File: src/rtl/ethernet_hub_pkg.sv
// Shared AXI-Stream hub definitions: stream data width, constant clog2 and the
// packet arbiter state encoding, reused by the MAC hub wrappers.
package ethernet_hub_pkg;

  localparam int AXIS_DW = 8;

  typedef enum logic [1:0] {
    IDLE,
    XFER,
    FLUSH
  } arb_state_t;

  function automatic int clog2(input int value);
    int r;
    r = 0;
    while ((1 << r) < value) r++;
    return r;
  endfunction

endpackage

File: src/rtl/rr_priority_select.sv
// Rotate-priority encoder: returns the first asserted req at or after ptr, wrapping
// NUM_REQ-1 -> 0. Purely combinational, no backpressure of its own.
module rr_priority_select #(
  parameter int NUM_REQ = 4,
  parameter int IDXW    = 2
) (
  input  logic [NUM_REQ-1:0] req,
  input  logic [IDXW-1:0]    ptr,
  output logic               any,
  output logic [IDXW-1:0]    idx
);

  logic [NUM_REQ-1:0] req_rot;
  logic [IDXW:0]      cand;

  assign req_rot = NUM_REQ'({req, req} >> ptr);

  always_comb begin
    any  = 1'b0;
    idx  = '0;
    cand = '0;
    // Walk from the farthest offset down so the nearest requester is written last.
    for (int k = NUM_REQ - 1; k >= 0; k--) begin
      if (req_rot[k]) begin
        cand = {1'b0, ptr} + (IDXW+1)'(k);
        if (cand >= (IDXW+1)'(NUM_REQ)) cand = cand - (IDXW+1)'(NUM_REQ);
        any = 1'b1;
        idx = cand[IDXW-1:0];
      end
    end
  end

endmodule

File: src/rtl/axis_packet_rr_arbiter.sv
// Packet-atomic round-robin merge of NUM_REQ AXI-Stream sources: 1 idle cycle per packet
// for arbitration, then 0-cycle pass-through with m_axis_tready routed to the granted source.
module axis_packet_rr_arbiter
  import ethernet_hub_pkg::*;
#(
  parameter int NUM_REQ     = 4,
  parameter int MAX_PKT_LEN = 1472,
  parameter int IDXW        = 3
) (
  input  logic                       axis_aclk,
  input  logic                       axis_aresetn,
  input  logic [NUM_REQ*AXIS_DW-1:0] s_axis_tdata,
  input  logic [NUM_REQ-1:0]         s_axis_tvalid,
  input  logic [NUM_REQ-1:0]         s_axis_tlast,
  output logic [NUM_REQ-1:0]         s_axis_tready,
  output logic [AXIS_DW-1:0]         m_axis_tdata,
  output logic                       m_axis_tvalid,
  output logic                       m_axis_tlast,
  input  logic                       m_axis_tready,
  output logic [IDXW-1:0]            m_axis_tdest,
  output logic                       trunc_pulse
);

  localparam int              CNTW     = clog2(MAX_PKT_LEN + 1);
  localparam logic [CNTW-1:0] LAST_CNT = CNTW'(MAX_PKT_LEN - 1);
  localparam logic [IDXW-1:0] TOP_IDX  = IDXW'(NUM_REQ - 1);

  arb_state_t         state, state_nxt;
  logic [IDXW-1:0]    rr_ptr, rr_ptr_nxt;
  logic [IDXW-1:0]    grant, grant_nxt, grant_inc;
  logic [CNTW-1:0]    beat_cnt, beat_cnt_nxt;
  logic               trunc_nxt;
  logic               req_any;
  logic [IDXW-1:0]    req_idx;
  logic [AXIS_DW-1:0] sel_dat;
  logic               sel_vld;
  logic               sel_lst;
  logic               at_limit;
  logic               beat;

  rr_priority_select #(
    .NUM_REQ(NUM_REQ),
    .IDXW   (IDXW)
  ) u_sel (
    .req(s_axis_tvalid),
    .ptr(rr_ptr),
    .any(req_any),
    .idx(req_idx)
  );

  always_comb begin : src_mux
    sel_dat = '0;
    sel_vld = 1'b0;
    sel_lst = 1'b0;
    for (int k = 0; k < NUM_REQ; k++) begin
      if (grant == IDXW'(k)) begin
        sel_dat = s_axis_tdata[AXIS_DW*k +: AXIS_DW];
        sel_vld = s_axis_tvalid[k];
        sel_lst = s_axis_tlast[k];
      end
    end
  end

  assign grant_inc = (grant == TOP_IDX) ? '0 : grant + IDXW'(1);
  assign at_limit  = (beat_cnt == LAST_CNT);

  always_ff @(posedge axis_aclk or negedge axis_aresetn) begin
    if (!axis_aresetn) begin
      state       <= IDLE;
      rr_ptr      <= '0;
      grant       <= '0;
      beat_cnt    <= '0;
      trunc_pulse <= 1'b0;
    end else begin
      state       <= state_nxt;
      rr_ptr      <= rr_ptr_nxt;
      grant       <= grant_nxt;
      beat_cnt    <= beat_cnt_nxt;
      trunc_pulse <= trunc_nxt;
    end
  end

  always_comb begin : fsm
    state_nxt     = state;
    rr_ptr_nxt    = rr_ptr;
    grant_nxt     = grant;
    beat_cnt_nxt  = beat_cnt;
    trunc_nxt     = 1'b0;
    beat          = 1'b0;
    m_axis_tdata  = '0;
    m_axis_tvalid = 1'b0;
    m_axis_tlast  = 1'b0;
    m_axis_tdest  = '0;
    s_axis_tready = '0;
    case (state)
      IDLE: begin
        if (req_any) begin
          grant_nxt    = req_idx;
          beat_cnt_nxt = '0;
          state_nxt    = XFER;
        end
      end
      XFER: begin
        m_axis_tdata  = sel_dat;
        m_axis_tvalid = sel_vld;
        // The beat at the length limit closes the packet even without a source tlast.
        m_axis_tlast  = sel_vld & (sel_lst | at_limit);
        m_axis_tdest  = grant;
        for (int k = 0; k < NUM_REQ; k++) begin
          s_axis_tready[k] = (grant == IDXW'(k)) & m_axis_tready;
        end
        beat = sel_vld & m_axis_tready;
        if (beat) begin
          beat_cnt_nxt = beat_cnt + CNTW'(1);
          if (sel_lst) begin
            state_nxt  = IDLE;
            rr_ptr_nxt = grant_inc;
          end else if (at_limit) begin
            state_nxt = FLUSH;
            trunc_nxt = 1'b1;
          end
        end
      end
      FLUSH: begin
        for (int k = 0; k < NUM_REQ; k++) begin
          s_axis_tready[k] = (grant == IDXW'(k));
        end
        if (sel_vld & sel_lst) begin
          state_nxt  = IDLE;
          rr_ptr_nxt = grant_inc;
        end
      end
      default: state_nxt = IDLE;
    endcase
  end

endmodule

File: config.mk
export PLATFORM = sky130hd
export DESIGN_NAME = axis_packet_rr_arbiter
export DESIGN_NICKNAME = d
export VERILOG_FILES = /design/src/rtl/ethernet_hub_pkg.sv /design/src/rtl/rr_priority_select.sv /design/src/rtl/axis_packet_rr_arbiter.sv
export SDC_FILE = /design/constraint.sdc
export NUM_CORES = 1
export LEC_CHECK = 0
export CAP_MARGIN = 20
export CORE_AREA = 5 5 53 91
export CTS_BUF_LIST = sky130_fd_sc_hd__clkbuf_8
export DETAILED_ROUTE_END_ITERATION = 6
export DIE_AREA = 0 0 58 96
export PLACE_DENSITY = 0.95
export SLEW_MARGIN = 10
export SYNTH_ARGS = -nofsm -noshare
export SYNTH_HDL_FRONTEND = slang
export SYNTH_SLANG_ARGS = --single-unit
File: constraint.sdc
create_clock -name axis_aclk -period 3.6 [get_ports axis_aclk]
set_clock_uncertainty 0.2 [all_clocks]
set_input_delay 0.54 -clock axis_aclk [delete_from_list [all_inputs] [get_ports axis_aclk]]
set_output_delay 0.54 -clock axis_aclk [all_outputs]
set_load 0.03 [all_outputs]
# Yosys cells after proc, flatten, opt, wreduce, memory -nomap -nowiden
# Cells that the tools add are included.
classes:
  n_addsub: 9
  order_cmp: 4
  eq_ne: 11
  shift: 1
  mux: 47
  n_bitwise: 8
  reduce_logical: 8
op_table:
  columns: ["operator", "n"]
  rows:
  - ["2-to-1 mux 8 bit", 5]
  - ["2-to-1 mux 3 bit", 13]
  - ["2-to-1 mux 11 bit", 2]
  - ["case mux 11 bit (2 select lines)", 1]
  - ["2-to-1 mux 1 bit", 18]
  - ["greater-or-equal comparator 4 x 3 -> 1 bit, second input constant", 3]
  - ["subtractor 3 bit, second input constant", 4]
  - ["adder 11 x 1 -> 11 bit, second input constant", 1]
  - ["== test 11 bit, second input constant", 1]
  - ["2-to-1 mux 2 bit", 5]
  - ["adder 3 x 2 -> 4 bit, second input constant", 2]
  - ["!= test 2 bit, second input constant", 4]
  - ["case mux 4 bit (2 select lines)", 1]
  - ["AND reduction 4 bit", 2]
  - [">> shifter 8 x 3 -> 4 bit", 1]
  - ["bitwise AND 1 bit", 7]
  - ["== test 3 x 2 -> 1 bit, second input constant", 2]
  - ["case mux 2 bit (3 select lines)", 1]
  - ["case mux 3 bit (2 select lines)", 1]
  - ["adder 3 x 1 -> 4 bit, second input constant", 1]
  - ["nonzero test 2 bit", 2]
  - ["adder 3 x 1 -> 3 bit, second input constant", 1]
  - ["== test 3 x 1 -> 1 bit, second input constant", 1]
  - ["greater-or-equal comparator 3 bit, second input constant", 1]
  - ["other kinds (8)", 8]
word_totals:
  ff_bits: 20
  in_bits: 43
  output_inout_bits: 18
  word_cells: 93

# Longest topological paths before layout
logic_depth:
  depth_word: 8
  ltp_mapped: 9
  depth_no_buf: 7

# Hierarchy
# A second synthesis with hierarchy kept.
unflattened:
  hier_cells: 245
  area_unflattened_um2: 1935.6
by_module_without_submodules:
  columns: ["module", "n_inst", "cells_each", "area_each_um2", "seq_area_each_um2"]
  rows:
  - ["axis_packet_rr_arbiter", 1, 199, 1657.8, 500.5]
  - ["rr_priority_select", 1, 46, 277.8, 0.0]

# Worst setup path after synthesis
# OpenSTA, ideal clock, no wires.
synth_path:
  kind: "reg-to-output"
  start: "register grant[0]"
  end: "output port m_axis_tlast"
  arrival_ns: 2.093
  required_time_ns: 2.860
  slack_ns: 0.767
  stages_incl_launch_ff: 7
  path_buffers: 1
  path_cell_list: "dfrtp_1 ha_1 buf_2 and2b_1 a311o_1 nor2_1 and2_1"
synth_between:
  elab_chain_cells: 8
  word_cells_on_any_way: 15
  cone_classes: "eq/ne (3); mux (9); bitwise (2); reduce/logical (1)"
synth_lines:
  columns: ["element", "line_no", "rtl"]
  rows:
  - ["from (decl)", "axis_packet_rr_arbiter.sv:30", "logic [IDXW-1:0] grant, grant_nxt, grant_inc;"]
  - ["from (signal assigned)", "axis_packet_rr_arbiter.sv:77", "grant <= grant_nxt;"]
  - ["logical NOT 3 bit", "axis_packet_rr_arbiter.sv:56", "if (grant == IDXW'(k)) begin"]
  - ["2-to-1 mux 1 bit (4 in a row)", "axis_packet_rr_arbiter.sv:56", null]
  - ["OR 1 bit", "axis_packet_rr_arbiter.sv:107", "m_axis_tlast = sel_vld & (sel_lst | at_limit);"]
  - ["bitwise AND 1 bit *", "axis_packet_rr_arbiter.sv:107", null]
  - ["2-to-1 mux 1 bit *", "axis_packet_rr_arbiter.sv:95", "case (state)"]
  - ["to (decl)", "axis_packet_rr_arbiter.sv:18", "output logic m_axis_tlast,"]
# Every way passes the cells marked *; elsewhere a longest branch is shown, timed or not.

# Worst setup path after layout
# Ends and elaborated chain as after synthesis.

==> out/summary.txt <==
Crit-path cells -> ha_1 > nor3b_1 > a311o_1 > nor2_1 > and2_1 > clkdlybuf4s50_1
Sequential area share after synthesis -> 24.52%
Syn_area_per_cell -> 7.910 sq um
Fin area -> 0.002756 sq mm
Filler cells -> 317
Sink Count -> 20
Power Internal -> 1024 uW
Setup_tns -> 0 ps
Netlist Area Pre-Place -> 0.002041 sq mm
Final #Nets -> 368
Largest net degree at the start of global routing -> 21
Min cycle time layout -> 3436 ps
Pleak -> 0.001146 uW
I/O pin count -> 61
Largest area contributor in the synthesized netlist -> dfrtp_1
Final Max Slew Viols -> 0
Worst path required time -> 2860 ps
Post-synthesis cell count -> 258
Yosys top cell area share -> 24.52%
First-pass GRT wire length -> 10530 um
Clk slew on worst S/H paths -> 70 ps
CP peak stage delay -> 660 ps
Drt total wl -> 6374 um
Max_cap viols -> 0
Fraction of layout cells with a size suffix above 1 -> 10.16%
Clk network pwr share -> 8.2%
Die height -> 96 um
Slew headroom -> 37.22%
GP Congestion -> 0.8446
First-pass DRT Iterations -> 4
CTS tree -> done
Fin. Hold Viols -> 0
Core Area -> 0.004034 sq mm
DRT antenna net count -> 0
Initial antenna violation count -> 0
CTS Hold Buffers Added -> 0
Worst Setup Start Kind -> flip-flop
Main synth FF type -> dfrtp_1
Pwr/cell area -> 771.2 mW/mm^2
Syn_nets -> 310
Reg2reg path depth -> 6
Core Rows -> 31
Final worst path period share -> 95.44%
HP Class -> flip-flop to flip-flop
Fmax -> 291.0 MHz
Switch share -> 51.83%
GR Overflow Total -> 0
Placed inst area -> 0.002701 sq mm
VDD IR-drop max -> 524.2 uV
Gate power share -> 74.4%
Port buffer count -> 60
Final Power -> 2126 uW
Root buffer cell -> clkbuf_8
Post-synthesis register bit count -> 20
CTS Buffer Depth -> 2
Status -> finished clean
Wire per inst -> 17.51 um
Die Wd -> 58 um
# DRC -> 0
R2r setup slk -> 940 ps
Clock Latency Late Sink -> 270 ps
Crit-path max FO -> 10
Crit. Startpoint -> grant[0]$_DFFE_PN0P_
Post-synth EDFFs -> 0
Most common cell in the netlist -> nand2_1
Distinct cells, synth -> 61
CP arrival -> 2700 ps
Setup crit end kind -> primary output
Synth warn -> 0
Final setup viols -> 0
Post-DP HPWL -> 4929 um
R2r endpoint -> beat_cnt[9]$_DFFE_PN0P_
Post_cts resized -> 0
H-tree levels -> 1
Setup bufs post-CTS -> 0
CP max stage cell -> clkdlybuf4s50_1
Initial Util -> 50.59%
Synth cell count leaders -> nand2_1, nor2_1, dfrtp_1
Unrepaired setup endpoints after global routing -> no
Die area -> 0.005568 sq mm
Gr usage total -> 24.01%
Cts bufs inserted -> 3
Critical Path End -> m_axis_tlast
Area grow syn2layout -> 35.07%
Vias post-DR -> 2233
Synth async-reset ratio -> 100.0%
NetSw -> 1102 uW
Vias in the first global route -> 2314
Slew @ Worst Pin -> 938.8 ps
Setup CP Type -> flip-flop to primary output
Synth area leaders -> dfrtp_1, ha_1, nand2_1, mux2i_1, nor2_1
DR iter-0 viols -> 89
DR vias/cell -> 6.135
Reg-to-reg startpoint -> grant[0]$_DFFE_PN0P_
N_diodes -> 0
Part of the power in registers -> 17.4%
==> state kept, by name, indices dropped and copies added, names as in the netlist <==
signal and count:
beat_cnt 11, grant 3, rr_ptr 3, state 2
trunc_pulse 1
==> power groups by stage <==
stage | registers [uW] | clock network (uW) | logic [uW]
4_1_cts | 367 | 176 | 1580
6_report | 370 | 175 | 1580
2_1_floorplan | 323 | 0 | 1130
3_3_place_gp | 366 | 0 | 1530
3_5_place_dp | 370 | 0 | 1570
5_1_grt | 379 | 182 | 1720
==> worst max-delay path: cells and delay by family (launching register included) <==
kind,cells,cell delay [ps]
AOI/OAI and AO/OA,1,460
DFF,1,420
buffers and inverters,1,660
and+or+nand+nor,3,440
adders and majority gates,1,450
==> cell type report <==
class / count / area, sq um / share of cell area, %
Multi-Input combinational cell: 209 / 1419 / 51.48
Timing Repair Buffer: 70 / 675.6 / 24.51
Sequential cell: 20 / 500.5 / 18.16
Tap cell: 49 / 61.31 / 2.224
Clock buffer: 4 / 55.05 / 1.997
Inverter: 12 / 45.04 / 1.634
==> kinds of logic after synthesis <==
logic type               share of synthesized area [%]
AND/OR/NAND/NOR                                  31.27
buffers and inverters                            5.947
AO/OA/AOI/OAI                                    27.22
adder cells (fa/ha/maj)                          5.518
multiplexers                                     5.518
flip-flops                                       24.52
==> metrics by stage <==
stage,hold slack [ps],cells,setup slack (ps),utilization (%)
floorplan,44.41,258,767.0,-
global placement,320.7,360,306.2,66.97
detailed placement,330.7,360,275.3,66.97
CTS,349.5,364,153.8,68.33
global route,370.8,364,16.07,68.33
finish,354.1,364,164.1,68.33
==> layer usage <==
| layer | track usage (%) | vias to the layer above | part of all wire (%) |
|---|---|---|---|
| li1 | - | 1071 | - |
| met1 | 25.02 | 1044 | 37 |
| met5 | 0 | - | 0 |
| met2 | 44.81 | 95 | 54 |
| met4 | 14.70 | 0 | 4.3 |
| met3 | 2.416 | 23 | 4.5 |
==> worst min path at each step <==
stage                                  from                 endpoint  slack, ps  cells past startpoint
floorplan                      axis_aresetn  beat_cnt[0]$_DFFE_PN0P_         40                      0
global placement    beat_cnt[1]$_DFFE_PN0P_  beat_cnt[1]$_DFFE_PN0P_        320                      1
detailed placement  beat_cnt[9]$_DFFE_PN0P_  beat_cnt[9]$_DFFE_PN0P_        330                      1
CTS                 beat_cnt[9]$_DFFE_PN0P_  beat_cnt[9]$_DFFE_PN0P_        350                      1
global route        beat_cnt[1]$_DFFE_PN0P_  beat_cnt[1]$_DFFE_PN0P_        370                      1
finish              beat_cnt[1]$_DFFE_PN0P_  beat_cnt[1]$_DFFE_PN0P_        350                      1
==> cells in the final DEF, fill, tap and decap left out, types with 3 or more instances in the layout <==
cell              n
nand3_1           7
mux2i_1           9
o21ai_0          14
o211ai_1          7
a22oi_1           3
inv_1            11
clkbuf_8          4
and3_1            7
ha_1              9
nor2_1           21
nor3b_1           3
nor3_1           14
and3b_1           7
a41oi_1           4
nand2b_1          5
nand2_1          26
or3_1             3
and2_1            5
a21oi_1          13
a221o_1           7
clkdlybuf4s50_1  60
buf_4            10
nor2b_1           4
dfrtp_1          20
Note: power is estimated with default switching activity, not from simulation.
